## src/rtl/alu_seq_pkg.sv

```systemverilog
// alu_seq_pkg: opcodes, FSM states and helpers shared by the sequential ALU.
package alu_seq_pkg;
  localparam logic [1:0] OP_SUB        = 2'd0;
  localparam logic [1:0] OP_NAND       = 2'd1;
  localparam logic [1:0] OP_LEAD_ONES  = 2'd2;
  localparam logic [1:0] OP_ONEHOT_DEC = 2'd3;
  typedef enum logic [1:0] {ST_IDLE, ST_BUSY, ST_DONE} state_t;
  // True when n does not fit in w unsigned bits, i.e. n > 2^w-1.
  function automatic logic exceeds(input int unsigned n, input int unsigned w);
    return (n >> w) != 0;
  endfunction
endpackage

```

## src/rtl/alu_seq_lead_ones_scanner.sv

```systemverilog
// lead_ones_scanner: serial MSB-first leading-ones counter, one bit per cycle.
module lead_ones_scanner #(
  parameter int WIDTH = 4,
  localparam int CW = $clog2(2*WIDTH+1),
  localparam int IW = $clog2(2*WIDTH)
) (
  input  logic               clk,
  input  logic               rst,
  input  logic               start,
  input  logic [2*WIDTH-1:0] vector,
  output logic               done,
  output logic [CW-1:0]      count
);
  logic          active;
  logic [IW-1:0] idx;
  logic [CW-1:0] cnt;
  // done and count describe the bit inspected this cycle, so the caller can register the final count directly.
  assign done  = active & (~vector[idx] | (idx == '0));
  assign count = cnt + CW'(vector[idx]);
  always_ff @(posedge clk or posedge rst)
    if (rst) begin
      active <= 1'b0;
      idx    <= '0;
      cnt    <= '0;
    end else if (start) begin
      active <= 1'b1;
      idx    <= IW'(2*WIDTH-1);
      cnt    <= '0;
    end else if (active) begin
      active <= ~done;
      idx    <= idx - 1'b1;
      cnt    <= count;
    end
endmodule

```

## src/rtl/alu_seq.sv

```systemverilog
// alu_seq: handshaked sequential ALU with registered result and sticky overflow/error flags.
module alu_seq
  import alu_seq_pkg::*;
#(
  parameter int WIDTH = 4
) (
  input  logic             i_clk,
  input  logic             i_rst,
  input  logic             i_valid,
  output logic             o_ready,
  input  logic [1:0]       i_op,
  input  logic [WIDTH-1:0] i_a,
  input  logic [WIDTH-1:0] i_b,
  output logic             o_valid,
  input  logic             i_ready,
  output logic [WIDTH-1:0] o_y,
  output logic             o_overflow,
  output logic             o_err,
  input  logic             i_clr_flags,
  output logic             o_sticky_ovf,
  output logic             o_sticky_err
);
  localparam int CW = $clog2(2*WIDTH+1);
  state_t             state, next;
  logic [2*WIDTH-1:0] v, v_q;
  logic [CW-1:0]      pos, count;
  logic [WIDTH-1:0]   diff, ry;
  logic               rovf, rerr, accept, deliver, done;
  assign v       = {i_b, i_a};
  assign o_ready = (state == ST_IDLE) && !i_rst;
  assign accept  = i_valid & o_ready;
  assign o_valid = state == ST_DONE;
  assign deliver = o_valid & i_ready;
  lead_ones_scanner #(.WIDTH(WIDTH)) u_scan (
    .clk(i_clk), .rst(i_rst), .start(accept && i_op == OP_LEAD_ONES),
    .vector(v_q), .done(done), .count(count)
  );
  // Scan downward so the last hit is the lowest set bit; all-zero leaves pos=0.
  always_comb begin
    pos = '0;
    for (int i = 2*WIDTH-1; i >= 0; i--)
      if (v[i]) pos = CW'(i);
  end
  always_comb begin
    diff = i_a - i_b;
    ry   = i_op == OP_SUB ? diff : i_op == OP_NAND ? ~(i_a & i_b) : WIDTH'(pos);
    rovf = i_op == OP_SUB ? (i_a[WIDTH-1] != i_b[WIDTH-1]) && (diff[WIDTH-1] != i_a[WIDTH-1])
         : i_op == OP_ONEHOT_DEC ? exceeds(32'(pos), WIDTH) : 1'b0;
    rerr = (i_op == OP_ONEHOT_DEC) && ($countones(v) != 1);
  end
  always_ff @(posedge i_clk or posedge i_rst)
    if (i_rst) state <= ST_IDLE;
    else       state <= next;
  always_comb begin
    next = state;
    next = state == ST_IDLE ? (accept ? (i_op == OP_LEAD_ONES ? ST_BUSY : ST_DONE) : ST_IDLE)
         : state == ST_BUSY ? (done ? ST_DONE : ST_BUSY)
         : (i_ready ? ST_IDLE : ST_DONE);
  end
  always_ff @(posedge i_clk or posedge i_rst)
    if (i_rst) begin
      v_q          <= '0;
      o_y          <= '0;
      o_overflow   <= 1'b0;
      o_err        <= 1'b0;
      o_sticky_ovf <= 1'b0;
      o_sticky_err <= 1'b0;
    end else begin
      if (accept) v_q <= v;
      if (accept && i_op != OP_LEAD_ONES) {o_y, o_overflow, o_err} <= {ry, rovf, rerr};
      else if (state == ST_BUSY && done) {o_y, o_overflow, o_err} <= {WIDTH'(count), exceeds(32'(count), WIDTH), 1'b0};
      // A delivery in the same cycle as a clear keeps the flag set.
      o_sticky_ovf <= (deliver & o_overflow) | (o_sticky_ovf & ~i_clr_flags);
      o_sticky_err <= (deliver & o_err) | (o_sticky_err & ~i_clr_flags);
    end
endmodule
```

## config.mk

```make
export PLATFORM = sky130hd
export DESIGN_NAME = alu_seq
export DESIGN_NICKNAME = d
export VERILOG_FILES = /design/src/rtl/alu_seq_pkg.sv /design/src/rtl/alu_seq_lead_ones_scanner.sv /design/src/rtl/alu_seq.sv
export SDC_FILE = /design/constraint.sdc
export NUM_CORES = 1
export LEC_CHECK = 0
export ABC_CLOCK_PERIOD_IN_PS = 3000
export CORE_ASPECT_RATIO = 1.2
export CORE_MARGIN = 3
export CORE_UTILIZATION = 41
export CTS_BUF_LIST = sky130_fd_sc_hd__clkbuf_4 sky130_fd_sc_hd__clkbuf_8
export DETAILED_ROUTE_END_ITERATION = 16
export DONT_BUFFER_PORTS = 1
export MAX_ROUTING_LAYER = met4
export PLACE_DENSITY = 0.54
export SLEW_MARGIN = 20
export SYNTH_ARGS = -nofsm -noshare
export SYNTH_HDL_FRONTEND = slang
export SYNTH_SLANG_ARGS = --single-unit
```

## constraint.sdc

```tcl
create_clock -name i_clk -period 3 [get_ports i_clk]
set_input_delay 0.3 -clock i_clk [delete_from_list [all_inputs] [get_ports i_clk]]
set_output_delay 0.3 -clock i_clk [all_outputs]
set_load 0.02 [all_outputs]
```

==> flow_metrics.tcl, run 1 <==
set metrics [dict create \
    cts_buffers 3 \
    placed_area_um2 1836 \
    clock-sinks 26 \
    synthTopCellsByArea "dfrtp_1, ha_1, fa_1" \
    areaGrowthSynthToFinish_pct 7.087 \
    fin_ws_ns 0.3108 \
    die_area_um2 5132 \
    syn_area_per_cell_um2 9.595 \
    dp.cells 237 \
    clk_path_buf_depth 2 \
    grt-busiest-layer "met2" \
    synth_cell_types 42 \
    pre_cts_slack_ns 0.006159 \
    fin_hold_ws_ns -0.001050 \
    port-buffer-count 0 \
    drive_gt1_share_pct 9.626 \
    syn_area_um2 1765 \
    hold_path_class "in -> async" \
    ys_ff_latch 26 \
    synth_top_area_share_pct 36.85 \
    synth_warnings 0 \
    dr_total_vias 1265 \
    fin_tns_setup_ns 0 \
    reg2reg_slack_ns 0.90 \
    dieWidth_um 65.90 \
    routed_wl_um 3654 \
    use_met2_pct 26.78 \
    clk_latency_ns 0.27 \
    status "complete, but fails checks" \
    yosysTopAreaCell "dfrtp_1" \
    hold_viol_final 4 \
    max_slew_margin_pct 37.46 \
    via_per_inst 5.249 \
    cts_tree "done" \
    postLayoutCoreUtil_pct 46.85 \
    met3_usage_pct 2.894 \
    core_um2 4035 \
    ys_seq_area_share_pct 36.85 \
    wl_per_cell_um 15.16 \
    remaining_drc_errors 0 \
    antenna_cells 0 \
    hpwl_um 2911 \
    dr.first_iter.drc_count 60 \
    ir_worst_vdd_v 0.0002086 \
    die_y_um 77.88 \
    fmax_mhz 371.9 \
    synth_edf_count 0 \
    grt.total_usage_pct 16.38 \
    cp_cell_sequence "inv_1, fa_1, fa_1, fa_1, inv_1, ha_1, inv_1, fa_1, inv_1, nand3_1, o21ai_0, a311oi_1, a21o_1" \
    violations "hold timing" \
    drv_slew 0 \
    p_per_area_nw_per_um2 750.0 \
    grt_use_met1_pct 19.63 \
    grt_max_degree 27 \
    cts_root_buffer "clkbuf_8" \
    gp_congestion 0.8685 \
    critical_path.endpoint_type "flip-flop" \
    initial_core_util_pct 43.75 \
    final_nets 222 \
    grt-ovfl-total 0 \
    io_pins 25 \
    synthCells 184 \
    clkSlewWorstSetupHoldPaths_ns 0.09 \
    min_period_ns 2.689 \
    setup_violations 0 \
    htree_num_levels 1 \
    worstSetupPathType "in -> reg" \
    critPathTopFamily "adder cells" \
    cts_resized 0 \
    rows 25 \
    p_leak_nw 0.8981 \
    stdcell_area_um2 1891 \
    ant_nets 0 \
    max_stage_delay_ns 0.55 \
    first_pass_iters 4 \
    maxCapViolCount 0 \
    cpMaxStageDelayCell "fa_1" \
    post_cts_buffers 0 \
    antenna_found_initial 0 \
    fin_skew_ns 0.007326 \
    syn-num-nets 218 \
    grt_pass1_wl_um 6368 \
    synth-async-reset-ratio_pct 100.0 \
    fin_cells 241 \
    synth_ff_type "dfrtp_1" \
    hold_buffers 0 \
    grt_pass1_vias 1404 \
    crit_required_ns 3.17 \
    crit_buf_inv 4 \
    critPathArrivalTime_ns 2.86 \
    grt_setup_unrepaired "false" \
    worstMarginPinSlew_ns 0.9323 \
    critical_path.max_fanout 3 \
    post-route-period-util_pct 89.64 \
    start_kind "primary input" \
]
power breakdown:
part	total [mW]	switching, mW	internal (mW)
logic	0.526	0.278	0.248
registers	0.665	0.177	0.488
clock network	0.226	0.109	0.117
cells in the mapped netlist (2+ instances only):
cell and n:
o21ai_0 15, a211oi_1 2, mux2_2 2, nor2b_1 5
mux2i_1 9, clkbuf_1 3, a21oi_1 3, and2_1 2
dfrtp_1 26, xor2_1 4, nor2_1 12, inv_1 22
o31ai_1 2, nand3_1 6, nand2_1 22, xnor2_1 4
a21o_1 2, fa_1 5, ha_1 14, nand4_1 2
layout by cell type (no fill, tap or decap), types with 2 or more instances in the layout:
cell type | synthesis | final
nand2_1 | 22 | 22
a21o_1 | 2 | 2
nand3_1 | 6 | 6
clkbuf_8 | 0 | 4
a21oi_1 | 3 | 3
xor2_1 | 4 | 4
and2_1 | 2 | 2
ha_1 | 14 | 14
inv_1 | 22 | 21
o21ai_0 | 15 | 15
nor2b_1 | 5 | 5
buf_4 | 0 | 4
dfrtp_1 | 26 | 26
o31ai_1 | 2 | 2
mux2i_1 | 9 | 9
mux2_2 | 2 | 2
a211oi_1 | 2 | 2
nand4_1 | 2 | 2
xnor2_1 | 4 | 4
fa_1 | 5 | 5
nor2_1 | 12 | 12
flip-flops by register name, summed over array words and instances, names as in the netlist:
signal and cells:
o_err 1, o_overflow 1, o_sticky_err 1, o_sticky_ovf 1
o_y 4, state 2, u_scan.active 1, u_scan.cnt 4
u_scan.idx 3, v_q 8
final timing paths:
kind / start / to / cells past startpoint
max in group asynchronous: i_rst / o_y[3] / 1
setup / recovery: i_a[0] / o_err / 13
hold reg to reg: v_q[3] / v_q[3] / 2
hold / removal: i_rst / o_y[1] / 1
setup reg to reg: u_scan.idx[0] / o_y[2] / 8
min in group i_clk: i_clr_flags / o_sticky_ovf / 1
routing by layer:
| layer | vias up | part of all wire [%] |
|---|---|---|
| met3 | 4 | 3.9 |
| met4 | 0 | 1.3 |
| li1 | 622 | - |
| met5 | - | 0 |
| met1 | 616 | 44 |
| met2 | 23 | 51 |
stage by stage:
| stage | power [mW] | hold WS, ns |
|---|---|---|
| 3_3_place_gp | 1.184 | 0.3987 |
| 3_5_place_dp | 1.206 | 0.4032 |
| 5_1_grt | 1.544 | 0.05621 |
| 2_1_floorplan | 1.090 | 0.3400 |
| 4_1_cts | 1.440 | 0.1090 |
| 6_report | 1.418 | -0.001050 |
cell type report:
class | instances | area (um2)
tap | 54 | 67.56
sequential | 26 | 650.6
inverter | 22 | 82.58
fill | 397 | 2145
timing repair buffer | 4 | 30.03
multi-input combinational | 131 | 1005
clock buffer | 4 | 55.05
cells by family after synthesis:
| group | count (synthesis) | synth area share (%) |
|---|---|---|
| DFF | 26 | 36.85 |
| xor gates and xnor gates | 8 | 3.968 |
| muxes | 12 | 7.229 |
| buffers and inverters | 27 | 6.236 |
| and+or+nand+nor | 56 | 14.95 |
| AOI/OAI and AO/OA | 36 | 15.17 |
| adders and majority gates | 19 | 15.59 |
No activity file was read; power rests on OpenSTA's default activity.
==> run 2: changes to the inputs <==
PLACE_DENSITY = unset   (was 0.54)
==> flow_metrics.tcl, run 2 (synthesis gave the netlist of run 1 again) <==
set metrics [dict create \
    status "finished clean" \
    totalPowerFinal_mw 1.400 \
    routed_wl_um 3747 \
    clk_path_buf_depth 2 \
    ir_worst_vdd_v 0.0002166 \
    antenna_cells 0 \
    final_common_cell "dfrtp_1" \
    largest_register_ffs 8 \
    grt_setup_unrepaired "false" \
    hpwl_um 3016 \
    dr_total_vias 1260 \
    grt_pass1_wl_um 6368 \
    power.share.sequential_pct 47.5 \
    initial_core_util_pct 43.75 \
    maxCapViolCount 0 \
    worstMarginPinSlew_ns 0.9362 \
    largest_registers "v_q (8), o_y (4), u_scan.cnt (4)" \
    die_area_um2 5132 \
    p_leak_nw 0.8909 \
    p_per_area_nw_per_um2 746.0 \
    drive_gt1_share_pct 9.140 \
    final_nets 222 \
    cts_tree "done" \
    p_clk_share_pct 13.8 \
    io_pins 25 \
    hold_viol_final 0 \
    die_y_um 77.88 \
    worstSetupPathType "in -> reg" \
    top_register "v_q" \
    clkSlewWorstSetupHoldPaths_ns 0.09 \
    remaining_drc_errors 0 \
    comb_power_share_pct 38.7 \
    clock-sinks 26 \
    post-route-period-util_pct 89.65 \
    dieWidth_um 65.90 \
    via_per_inst 5.250 \
    grt_max_degree 27 \
    clk_latency_ns 0.26 \
    antenna_found_initial 0 \
    cts_root_buffer "clkbuf_8" \
    dr.first_iter.drc_count 47 \
    grt.total_usage_pct 16.36 \
    hold_buffers 0 \
    fin_skew_ns 0.002435 \
    setup_violations 0 \
    gp_congestion 0.8489 \
    grt-ovfl-total 0 \
    first_pass_iters 4 \
    postLayoutCoreUtil_pct 46.51 \
    htree_num_levels 1 \
    core_um2 4035 \
    hold_path_class "in -> async" \
    drv_slew 0 \
    final_cell_mix "dfrtp_1, nand2_1, inv_1" \
    internal-power_mw 0.8276 \
    grt_pass1_vias 1322 \
    ant_nets 0 \
    port-buffer-count 0 \
    cts_resized 0 \
    critical_path.endpoint_type "flip-flop" \
    fin_hold_ws_ns 0.005738 \
    fmax_mhz 371.8 \
    max_slew_margin_pct 37.20 \
    min_period_ns 2.690 \
    critPathArrivalTime_ns 2.90 \
    wl_per_cell_um 15.61 \
    fin_tns_setup_ns 0 \
    areaGrowthSynthToFinish_pct 6.308 \
    swShare_pct 40.89 \
    crit_required_ns 3.21 \
    switchingPower_mw 0.5725 \
    start_kind "primary input" \
    critical_path.max_fanout 3 \
    cts_buffers 3 \
    post_cts_buffers 0 \
    rows 25 \
]
-- run 2: cell types whose count changed in the layout (fill, tap and decap cells not counted) --
cell      delta
clkbuf_8     -1
-- run 2: worst max-delay path: stages --
cell and delay [ns]:
inv_1 0.05, fa_1 0.55, fa_1 0.43, fa_1 0.43
inv_1 0.06, ha_1 0.15, inv_1 0.05, fa_1 0.36
inv_1 0.07, o21ai_0 0.07, a311oi_1 0.27, a21o_1 0.11
-- run 2: path summary, 6_finish.rpt --
path                                from            end  slack [ns]  depth (start not counted)
setup / recovery                  i_a[0]          o_err        0.31                         12
hold / removal                     i_rst       state[1]       0.006                          1
setup reg to reg           u_scan.idx[0]         o_y[2]        0.84                          8
hold reg to reg                   v_q[3]         v_q[3]        0.49                          2
max in group asynchronous          i_rst  u_scan.cnt[0]        2.56                          1
min in group i_clk               i_ready       state[1]        0.12                          1
-- run 2: power groups by stage --
stage | Clock (mW) | Sequential (mW) | Combinational (mW)
6_report | 0.193 | 0.665 | 0.541
2_1_floorplan | 0 | 0.618 | 0.472
5_1_grt | 0.217 | 0.681 | 0.627
4_1_cts | 0.197 | 0.668 | 0.553
3_5_place_dp | 0 | 0.675 | 0.548
3_3_place_gp | 0 | 0.665 | 0.516
-- run 2: layout make-up --
class,instances,area (um2)
flip-flops and latches,26,650.6
well taps,54,67.56
clock buffers,3,41.29
fillers,367,2158
multi-input cells,131,1005
repair buffers,4,30.03
inverters,22,82.58
-- run 2: through the flow --
step	instance area, um2	instances	setup WS, ns
after floorplan	1765	184	0.1054
after global placement	1836	237	0.04929
after detailed placement	1836	237	0.01069
after CTS	1877	240	0.2911
after global routing	1877	240	0.1330
final	1877	240	0.3104
-- run 2: routing by layer --
| metal | track usage, % | vias to the layer above | part of all wire (%) |
|---|---|---|---|
| li1 | - | 623 | - |
| met1 | 20.59 | 616 | 44 |
| met2 | 27.18 | 17 | 52 |
| met3 | 2.460 | 4 | 3.4 |
| met4 | 4.357 | 0 | 0.88 |
| met5 | - | - | 0 |
